==> config.mk <==
export PLATFORM = sky130hd
export DESIGN_NAME = rpn_token_engine
export DESIGN_NICKNAME = d
export VERILOG_FILES = /design/src/rtl/rpn_token_engine.sv
export SDC_FILE = /design/constraint.sdc
export NUM_CORES = 1
export LEC_CHECK = 0
export BUFFER_PORTS_ARGS = -buffer_cell sky130_fd_sc_hd__buf_2
export CAP_MARGIN = 5
export CORE_MARGIN = 2
export CORE_UTILIZATION = 50
export DETAILED_ROUTE_END_ITERATION = 10
export GPL_ROUTABILITY_DRIVEN = 0
export MAX_ROUTING_LAYER = met4
export PLACE_DENSITY = 0.68
export REMOVE_ABC_BUFFERS = 1
export SYNTH_ARGS = -nofsm -noshare
export SYNTH_HDL_FRONTEND = slang
export SYNTH_SLANG_ARGS = --single-unit
==> constraint.sdc <==
create_clock -name i_clk -period 10.76 [get_ports i_clk]
set_clock_uncertainty 0.1 [all_clocks]
set_input_delay 1.076 -clock i_clk [delete_from_list [all_inputs] [get_ports i_clk]]
set_output_delay 1.076 -clock i_clk [all_outputs]
set_load 0.01 [all_outputs]
==> src/rtl/rpn_token_engine.sv <==
// RPN calculator core: turns keypad tokens into decimal entry, stack pushes/pops and arithmetic.
// Define RPN_MUL_EN to build the shift-add multiplier for key C; otherwise C is a no-op token.
module rpn_token_engine #(
    parameter int WIDTH = 16,
    parameter int DEPTH = 8
) (
    input  logic             i_clk,
    input  logic             i_rst,
    input  logic [3:0]       i_key_code,
    input  logic             i_key_valid,
    output logic [WIDTH-1:0] o_disp_value,
    output logic             o_disp_is_entry,
    output logic [3:0]       o_depth,
    output logic [1:0]       o_err,
    output logic             o_busy,
    output logic             o_op_done
);
    localparam logic [3:0] DEPTH_L = 4'(DEPTH);
    localparam int         EW      = WIDTH + 5;
    localparam int         CW      = $clog2(WIDTH + 1);

`ifdef RPN_MUL_EN
    typedef enum logic [1:0] {S_IDLE, S_EXEC, S_MUL, S_DONE} state_t;
`else
    typedef enum logic [1:0] {S_IDLE, S_EXEC, S_DONE} state_t;
`endif

    // What the DONE cycle does to the architectural state.
    typedef enum logic [2:0] {
        K_NONE, K_ENTRY, K_ECLR, K_PUSH, K_POP, K_REPL, K_BIN2, K_CLEAR
    } kind_t;

    state_t           r_state;
    logic             r_kv;
    logic             r_kv_d;
    logic [3:0]       r_kc;
    logic [3:0]       r_key;
    logic [WIDTH-1:0] r_stk [16];
    logic [3:0]       r_depth;
    logic [WIDTH-1:0] r_entry;
    logic             r_active;
    logic [1:0]       r_err;
    logic             r_busy;
    logic             r_op_done;
    logic [WIDTH-1:0] r_disp;
    logic             r_disp_ent;
    kind_t            r_p_kind;
    logic [WIDTH-1:0] r_p_val;
    logic [1:0]       r_p_err;
`ifdef RPN_MUL_EN
    logic [WIDTH-1:0] r_mcand;
    logic [WIDTH-1:0] r_mplier;
    logic [CW-1:0]    r_cnt;
    logic             w_is_mul;
`endif

    logic [WIDTH-1:0] w_top;
    logic [WIDTH-1:0] w_next;
    logic [WIDTH-1:0] w_op_a;
    logic [WIDTH-1:0] w_op_b;
    logic             w_op_ok;
    logic             w_full;
    logic [EW-1:0]    w_ent_ext;
    logic             w_ent_ovf;
    kind_t            w_kind;
    logic [WIDTH-1:0] w_val;
    logic [1:0]       w_errn;

    logic [3:0]       w_depth_n;
    logic [WIDTH-1:0] w_entry_n;
    logic             w_active_n;
    logic             w_wr_en;
    logic [3:0]       w_wr_idx;
    logic [WIDTH-1:0] w_top_n;
    logic [WIDTH-1:0] w_disp_n;

    // Token decode: evaluated during EXEC from the latched key and current state.
    always_comb begin
        w_top     = (r_depth != 4'd0) ? r_stk[r_depth - 4'd1] : '0;
        w_next    = (r_depth >= 4'd2) ? r_stk[r_depth - 4'd2] : '0;
        w_op_a    = r_active ? w_top   : w_next;
        w_op_b    = r_active ? r_entry : w_top;
        w_op_ok   = r_active ? (r_depth >= 4'd1) : (r_depth >= 4'd2);
        w_full    = (r_depth == DEPTH_L);
        w_ent_ext = EW'(r_entry) * EW'(10) + EW'(r_key);
        w_ent_ovf = |w_ent_ext[EW-1:WIDTH];
        w_kind    = K_NONE;
        w_val     = '0;
        w_errn    = 2'd0;
`ifdef RPN_MUL_EN
        w_is_mul  = 1'b0;
`endif
        case (r_key)
            4'hA, 4'hB: begin
                if (!w_op_ok) begin
                    w_errn = 2'd2;
                end else begin
                    w_kind = r_active ? K_REPL : K_BIN2;
                    w_val  = (r_key == 4'hA) ? (w_op_a + w_op_b) : (w_op_a - w_op_b);
                end
            end
            4'hC: begin
`ifdef RPN_MUL_EN
                w_is_mul = 1'b1;
                if (!w_op_ok) begin
                    w_errn = 2'd2;
                end else begin
                    w_kind = r_active ? K_REPL : K_BIN2;
                end
`endif
            end
            4'hD: begin
                if (r_active) begin
                    w_kind = K_ECLR;
                end else if (r_depth == 4'd0) begin
                    w_errn = 2'd2;
                end else begin
                    w_kind = K_POP;
                end
            end
            4'hE: begin
                if (!r_active && r_depth == 4'd0) begin
                    w_errn = 2'd2;
                end else if (w_full) begin
                    w_errn = 2'd1;
                end else begin
                    w_kind = K_PUSH;
                    w_val  = r_active ? r_entry : w_top;
                end
            end
            4'hF: w_kind = K_CLEAR;
            default: begin
                if (!r_active) begin
                    w_kind = K_ENTRY;
                    w_val  = WIDTH'(r_key);
                end else if (w_ent_ovf) begin
                    w_errn = 2'd3;
                end else begin
                    w_kind = K_ENTRY;
                    w_val  = w_ent_ext[WIDTH-1:0];
                end
            end
        endcase
    end

    // Commit view: every stack write lands on the new top, so the display can use it directly.
    always_comb begin
        w_depth_n  = r_depth;
        w_entry_n  = r_entry;
        w_active_n = r_active;
        w_wr_en    = 1'b0;
        w_wr_idx   = r_depth;
        case (r_p_kind)
            K_ENTRY: begin
                w_entry_n  = r_p_val;
                w_active_n = 1'b1;
            end
            K_ECLR: begin
                w_entry_n  = '0;
                w_active_n = 1'b0;
            end
            K_PUSH: begin
                w_wr_en    = 1'b1;
                w_depth_n  = r_depth + 4'd1;
                w_active_n = 1'b0;
            end
            K_POP: w_depth_n = r_depth - 4'd1;
            K_REPL: begin
                w_wr_en    = 1'b1;
                w_wr_idx   = r_depth - 4'd1;
                w_active_n = 1'b0;
            end
            K_BIN2: begin
                w_wr_en    = 1'b1;
                w_wr_idx   = r_depth - 4'd2;
                w_depth_n  = r_depth - 4'd1;
                w_active_n = 1'b0;
            end
            K_CLEAR: begin
                w_depth_n  = 4'd0;
                w_entry_n  = '0;
                w_active_n = 1'b0;
            end
            default: ;
        endcase
        if (w_wr_en) begin
            w_top_n = r_p_val;
        end else if (w_depth_n != 4'd0) begin
            w_top_n = r_stk[w_depth_n - 4'd1];
        end else begin
            w_top_n = '0;
        end
        w_disp_n = w_active_n ? w_entry_n : w_top_n;
    end

    always_ff @(posedge i_clk or posedge i_rst) begin
        if (i_rst) begin
            r_state    <= S_IDLE;
            r_kv       <= 1'b0;
            r_kv_d     <= 1'b0;
            r_kc       <= 4'd0;
            r_key      <= 4'd0;
            for (int i = 0; i < 16; i++) r_stk[i] <= '0;
            r_depth    <= 4'd0;
            r_entry    <= '0;
            r_active   <= 1'b0;
            r_err      <= 2'd0;
            r_busy     <= 1'b0;
            r_op_done  <= 1'b0;
            r_disp     <= '0;
            r_disp_ent <= 1'b0;
            r_p_kind   <= K_NONE;
            r_p_val    <= '0;
            r_p_err    <= 2'd0;
`ifdef RPN_MUL_EN
            r_mcand    <= '0;
            r_mplier   <= '0;
            r_cnt      <= '0;
`endif
        end else begin
            r_kv      <= i_key_valid;
            r_kv_d    <= r_kv;
            r_kc      <= i_key_code;
            r_op_done <= 1'b0;
            case (r_state)
                S_IDLE: begin
                    if (r_kv && !r_kv_d) begin
                        r_key   <= r_kc;
                        r_busy  <= 1'b1;
                        r_state <= S_EXEC;
                    end
                end
                S_EXEC: begin
                    r_p_kind <= w_kind;
                    r_p_val  <= w_val;
                    r_p_err  <= w_errn;
`ifdef RPN_MUL_EN
                    if (w_is_mul) begin
                        r_p_val  <= '0;
                        r_mcand  <= w_op_a;
                        r_mplier <= w_op_b;
                        r_cnt    <= CW'(WIDTH);
                        r_state  <= S_MUL;
                    end else begin
                        r_state  <= S_DONE;
                    end
`else
                    r_state  <= S_DONE;
`endif
                end
`ifdef RPN_MUL_EN
                S_MUL: begin
                    if (r_mplier[0]) r_p_val <= r_p_val + r_mcand;
                    r_mcand  <= r_mcand << 1;
                    r_mplier <= r_mplier >> 1;
                    r_cnt    <= r_cnt - CW'(1);
                    if (r_cnt == CW'(1)) r_state <= S_DONE;
                end
`endif
                S_DONE: begin
                    if (w_wr_en) r_stk[w_wr_idx] <= r_p_val;
                    r_depth    <= w_depth_n;
                    r_entry    <= w_entry_n;
                    r_active   <= w_active_n;
                    r_err      <= r_p_err;
                    r_disp     <= w_disp_n;
                    r_disp_ent <= w_active_n;
                    r_op_done  <= 1'b1;
                    r_busy     <= 1'b0;
                    r_state    <= S_IDLE;
                end
                default: r_state <= S_IDLE;
            endcase
        end
    end

    assign o_disp_value    = r_disp;
    assign o_disp_is_entry = r_disp_ent;
    assign o_depth         = r_depth;
    assign o_err           = r_err;
    assign o_busy          = r_busy;
    assign o_op_done       = r_op_done;

endmodule

==> results of run 1 <==
==> worst max-delay path: cells and delay by family (launching register included) <==
| kind | cells | cell delay [ps] |
|---|---|---|
| AOI/OAI and AO/OA | 7 | 1490 |
| xor gates and xnor gates | 1 | 170 |
| adders and majority gates | 3 | 1020 |
| buffers and inverters | 3 | 1220 |
| DFF | 1 | 830 |
| muxes | 1 | 400 |
| and+or+nand+nor | 7 | 1450 |
==> kinds of logic after synthesis <==
kind of cell	synth area share
AOI/OAI and AO/OA	0.1016
xor gates and xnor gates	0.01813
adders and majority gates	0.03436
buffers and inverters	0.03825
DFF	0.3670
muxes	0.3725
and+or+nand+nor	0.06817
==> per-layer routing <==
layer,up-vias,track usage,wire length [um]
met5,-,-,0
met4,0,0.1018,2214
met3,140,0.07214,6085
met2,751,0.4387,29880
met1,8409,0.3757,26200
li1,6912,-,-
==> worst max path at each step <==
stage | from | to | cells past startpoint
final | o_depth[0] | r_p_val[15] | 22
after global routing | o_depth[0] | r_p_val[14] | 22
after CTS | o_depth[0] | r_p_val[15] | 20
after detailed placement | o_depth[0] | r_p_val[15] | 20
after global placement | o_depth[0] | r_p_val[15] | 20
after floorplan | o_depth[0] | o_disp_value[0] | 12
==> layout make-up <==
class                           count  area, um^2
Fill cell                        3659       19920
Multi-Input combinational cell   1300       13480
Sequential cell                   330        8267
Clock buffer                       57        1165
Tap cell                          592       740.7
Timing Repair Buffer               67       437.9
Clock inverter                     15       198.9
Inverter                           25       103.9
==> cells in the final DEF, fill, tap and decap left out, types with 16 or more instances in the layout <==
master / instances
a21oi_1: 51
a22o_1: 19
a22oi_1: 22
buf_2: 31
buf_4: 35
clkbuf_16: 40
dfrtp_1: 327
ha_1: 55
inv_1: 23
mux2_2: 253
mux2i_1: 74
mux4_2: 204
nand2_1: 130
nand3_1: 18
nor2_1: 67
nor3_1: 16
o21ai_0: 75
o21ai_1: 32
xnor2_1: 21
xor2_1: 17
==> state kept, by name, summed over array words and instances (netlist names) <==
name	count
r_kv	1
o_disp_value	16
r_key	4
o_err	2
r_p_val	16
r_p_err	2
r_p_kind	3
o_depth	4
r_entry	16
r_kc	4
r_stk	256
o_busy	1
r_kv_d	1
o_op_done	1
o_disp_is_entry	1
r_state	2
==> stage by stage <==
stage	power, mW	setup WS (ps)	hold WS (ps)	TNS [ps]
5_1_grt	7.892	3589	285.5	0
2_1_floorplan	4.867	-849.5	246.3	-14130
4_1_cts	7.465	4028	277.9	0
6_report	7.517	3958	277.4	0
3_5_place_dp	6.045	4057	267.8	0
3_3_place_gp	5.967	4203	272.4	0
==> cell usage after synthesis (13+ instances only) <==
library cell / number / area, um^2
a21oi_1: 51 / 255.2
a22o_1: 19 / 166.4
a22oi_1: 22 / 165.2
buf_1: 15 / 56.30
buf_2: 41 / 205.2
clkbuf_1: 72 / 270.3
dfrtp_1: 330 / 8258
ha_1: 57 / 713.2
inv_1: 24 / 90.09
mux2_1: 13 / 146.4
mux2_2: 253 / 2849
mux2i_1: 74 / 740.7
mux4_2: 204 / 4594
nand2_1: 130 / 488.0
nand3_1: 18 / 90.09
nor2_1: 71 / 266.5
nor2b_1: 13 / 81.33
nor3_1: 16 / 80.08
o21ai_0: 75 / 375.4
o21ai_1: 32 / 160.2
xnor2_1: 23 / 201.4
xor2_1: 18 / 157.7
==> report_power, final <==
group | switching, mW | leakage, nW | total [mW] | internal (mW)
registers | 0.424 | 4.52 | 1.87 | 1.44
logic | 2.45 | 5.47 | 4.24 | 1.79
clock network | 0.557 | 0.669 | 1.41 | 0.851
==> impl_results.md, run 1 <==
- Max-slew violation count: 0
- N_diodes: 0
- Crit path cell chain: inv_1 -> ha_4 -> buf_4 -> mux4_2 -> o21ai_0 -> nand4_1 -> o21ai_1 -> o21ai_1 -> inv_1 -> ha_1 -> nand2_1 -> or3_4 -> o21ai_0 -> xor2_1 -> ha_1 -> and2_1 -> and4_1 -> o31a_1 -> a211o_1 -> or3_1 -> a21o_1 -> nand3_1
- Placed Cells incl. Taps: between 2k and 2.5k
- Vias/cell: 6.795
- Grt total ovfl: 0
- Highest clock rate: 147.0 MHz
- Startpoint Class: register
- CP endpoint kind: register
- Post-route ant nets: 0
- Dpl hpwl: 40,780 um
- Final Non-Filler Cells: 2,386
- IO buf count: 31
- First-pass GRT wire length: about 99,000 um
- Worst reg2reg endpoint: r_p_val[15]
- # IOs: 32
- Status: finished, final reports clean
- Drt total wl: 64,380 um
- Mapped Cells: 1,808
- DR pass1 iterations: 5
- PostCTS Resize Cnt: 0
- Cell variety after synth: between 90 and 100
- Die Ht: 216.1 um
- Leak: ~11 nW
- VDD IR max: approximately 360 uV
- Area after DPL: 0.02303 mm^2
- Initial antenna violation count: 0
- CTS root buffer: clkbuf_16
- Post-synthesis cell area: 0.02250 mm^2
- Main synth FF type: dfrtp_1
- Post-synth EDFFs: 0
- Clk_lat worst skew: 580 ps
- Slew headroom: 0.1536
- Seq/Total Area, Yosys: 0.3670
- Final setup vio count: 0
- Mean post-synth cell area: 12.45 um^2
- Via count: 16.21k
- Post-CTS Setup Inserts: 0
- Die extent in x: 216.1 um
- Yosys reg bits: 330
- Routed WL per cell: 26.98 um
- Worst EP required: between 10,000 and 15,000 ps
- Min Tclk post-route: between 6000 and 7000 ps
- Core Region: 0.04432 mm^2
- Unrepaired setup endpoints after global routing: no
- Layout cells sized above 1: 0.3567
- Largest net degree at the start of global routing: 137
- Number of global-route vias before repair: 16.15k
- Worst reg2reg path depth: 22
- CP max-delay cell: dfrtp_4
- Worst Hold Launch: r_kv
- Async S/R FF share, synth: 1.000
- HP Class: reg -> reg
- WHS Endpoint: r_kv_d
- FF-to-FF setup slack: 3960 ps
- CTS Buffer Depth: 3
- Final Net Count: 1,831
- Max FO, Critical Path: 43
- CTS H-tree lvls: 2
- CP peak stage delay: 830 ps
- Final Hold Viols: 0
- TritonCTS clock tree: yes
- Worst r2r src: o_depth[0]
- Tcrit/Tclk final: 0.6322
- Num CTS Buffers: 40
- Die ar.: 0.04672 mm^2
- DRC viols: 0
- Post-layout util: 0.5505
- Initial Util: 0.5078
- Layout Cell Area excl Fill: between 0.02 and 0.025 mm^2
- Overall Global Routing Usage: 0.2876
- Reg clk slew, reported paths: around 60 ps
- Worst Path Arrival: 7190 ps
- Crit Path Class: reg -> reg
- Max Cap Viol: 0
- Power Dens Cells: 308.1 mW/mm^2
- Clk sinks: 330
- Worst slew pin tran: 1263 ps
- DRT iter0 DRCs: 1,909
- Area grow syn2layout: 8.418%
- Worst hold stages: 0
- Rows: 77
- CTS hold repair buffers: 0
- Syn. warnings: 0
Power figures use the tool's default switching activity.
==> run 2, diff against run 1 <==
- PLACE_DENSITY: 0.68 -> 0.66
- clock period: 10.76 -> 6.4 ns (I/O delays scaled with it)
==> run 2 against run 1 <==
Sequential share of layout area stayed put. Critical path depth fell by 7. Non-clock buffer count is 16 higher. Wire length grew 1.3%. Total power grew 66%. Core utilization unchanged. Maximum frequency is 18% higher. Final cell count increased by 0.46%. Die area is the same. Clock power is 55% higher. Combinational power increased by 73%. Flip-flop and latch count unchanged. Largest power group unchanged.
==> impl_results.md, run 2 (synthesis gave the netlist of run 1 again) <==
- Largest net degree at the start of global routing: 136 (-0.73%)
- Die extent in x: 216.1 um (unchanged)
- Post-Route Setup TNS: 0 ps (unchanged)
- Core Region: 0.04432 mm^2 (unchanged)
- Unrepaired setup endpoints after global routing: no
- Commonest non-fill, non-tap cell in the layout: dfrtp_1
- Worst setup path start: o_depth[1]
- Rows: 77 (unchanged)
- CTS H-tree lvls: 2 (unchanged)
- Initial antenna violation count: 1 (+1)
- Min Tclk post-route: 5760 ps (-1042 ps)
- Max FO, Critical Path: 41 (-4.7%)
- Leak: 10.69 nW (+0.20%)
- TritonCTS clock tree: yes
- Area grow syn2layout: 8.418% (unchanged)
- PostCTS Resize Cnt: 0 (unchanged)
- Clk_lat worst skew: 570 ps (about the same)
- Highest clock rate: 173.6 MHz (+18%)
- Total power: 12.51 mW (+66%)
- DRC viols: 0 (unchanged)
- Drt total wl: 65,200 um (+1.3%)
- Routed WL per cell: 27.20 um (+0.81%)
- Initial Util: 0.5078 (unchanged)
- CTS root buffer: clkbuf_16
- VDD IR max: 503.1 uV (+38%)
- Startpoint Class: register
- Layout cells sized above 1: 0.3607 (+0.003920)
- Power Dens Cells: 512.7 mW/mm^2 (+66%)
- Number of flip-flops in the largest register: 256 (unchanged)
- DRT iter0 DRCs: 1,845 (-3.4%)
- Max-slew violation count: 0 (unchanged)
- Final Hold Viols: 0 (unchanged)
- Layout Cell Area excl Fill: 0.02440 mm^2 (unchanged)
- Dpl hpwl: 42,980 um (+5.4%)
- Number of global-route vias before repair: 16.57k (+2.6%)
- Overall Global Routing Usage: 0.2932 (+0.005681)
- Grt total ovfl: 0 (unchanged)
- Hold WS: 30.00 ps (-247.4 ps)
- First-pass GRT wire length: 101,600 um (+2.3%)
- Final Net Count: 1,845 (+0.76%)
- CTS Buffer Depth: 3 (unchanged)
- Worst EP required: 6720 ps (-4430 ps)
- Max Cap Viol: 0 (unchanged)
- Slew headroom: 0.1586 (+0.005048)
- Crit Path Class: reg -> reg
- Tcrit/Tclk final: 0.9001 (+0.2679)
- N_diodes: 0 (unchanged)
- Commonest cells after routing, fill and taps aside: 327 x dfrtp_1, 253 x mux2_2, 204 x mux4_2
- Via count: 16.31k (+0.61%)
- Reg clk slew, reported paths: 70 ps (about the same)
- Largest Register: r_stk
- # IOs: 32 (unchanged)
- Die ar.: 0.04672 mm^2 (unchanged)
- Worst r2r src: o_depth[1]
- CTS hold repair buffers: 0 (unchanged)
- HP Class: in -> async
- Post-CTS Setup Inserts: 0 (unchanged)
- IO buf count: 31 (unchanged)
- CP endpoint kind: register
- DR pass1 iterations: 6 (+1)
- Status: finished, final reports clean
- Worst Path Arrival: 6080 ps (-1110 ps)
- Die Ht: 216.1 um (unchanged)
- Area after DPL: 0.02318 mm^2 (+0.63%)
- Worst slew pin tran: 1257 ps (-6.861 ps)
- Num CTS Buffers: 38 (-5.0%)
- Final setup vio count: 0 (unchanged)
- Clk sinks: 330 (unchanged)
- Post-route ant nets: 0 (unchanged)
- Vias/cell: 6.805 (+0.15%)
run 2: worst paths after layout:
kind / endpoint / slack (ps) / cells after the start
hold / removal: r_stk[162] / 30 / 2
setup / recovery: r_p_val[14] / 640 / 15
min in group i_clk: r_kc[2] / 80 / 1
max in group asynchronous: o_depth[0] / 4800 / 3
hold reg to reg: r_kv_d / 280 / 0
setup reg to reg: r_p_val[14] / 640 / 15
run 2: worst max-delay path, cell delays in order, from the launching register on:
cell and delay [ps]:
dfrtp_4 400, buf_4 580, buf_4 630, mux4_2 590, mux4_2 550, a32o_1 260
ha_1 360, nor2b_1 150, o21ai_0 210, a21boi_0 180, o211ai_1 190, a21boi_0 150
o31a_1 290, o41ai_1 600, o21a_1 250, o211ai_1 110
run 2: routing by layer:
layer | up-vias | track usage | share of wire
li1 | 6943 | - | -
met1 | 8454 | 0.3787 | 0.40
met2 | 761 | 0.4643 | 0.48
met3 | 153 | 0.04982 | 0.075
met4 | 0 | 0.1164 | 0.042
met5 | - | - | 0
run 2: final cells by class:
cell class              count  area (um^2)
fillers                  3607        19920
multi-input cells        1300        13480
flip-flops and latches    330         8267
clock buffers              52         1085
well taps                 592        740.7
repair buffers             83        583.1
clock inverters            15        133.9
inverters                  25        103.9
run 2: through the flow:
stage,setup WS [ps],cells,util
floorplan,-5210,1655,-
global placement,858.5,2330,0.5230
detailed placement,709.0,2330,0.5230
CTS,680.8,2397,0.5505
global route,319.0,2397,0.5505
finish,639.6,2397,0.5505
run 2: power by group:
part,switching [mW],internal [mW]
Sequential,0.589,2.43
Combinational,4.21,3.11
Clock,0.910,1.27
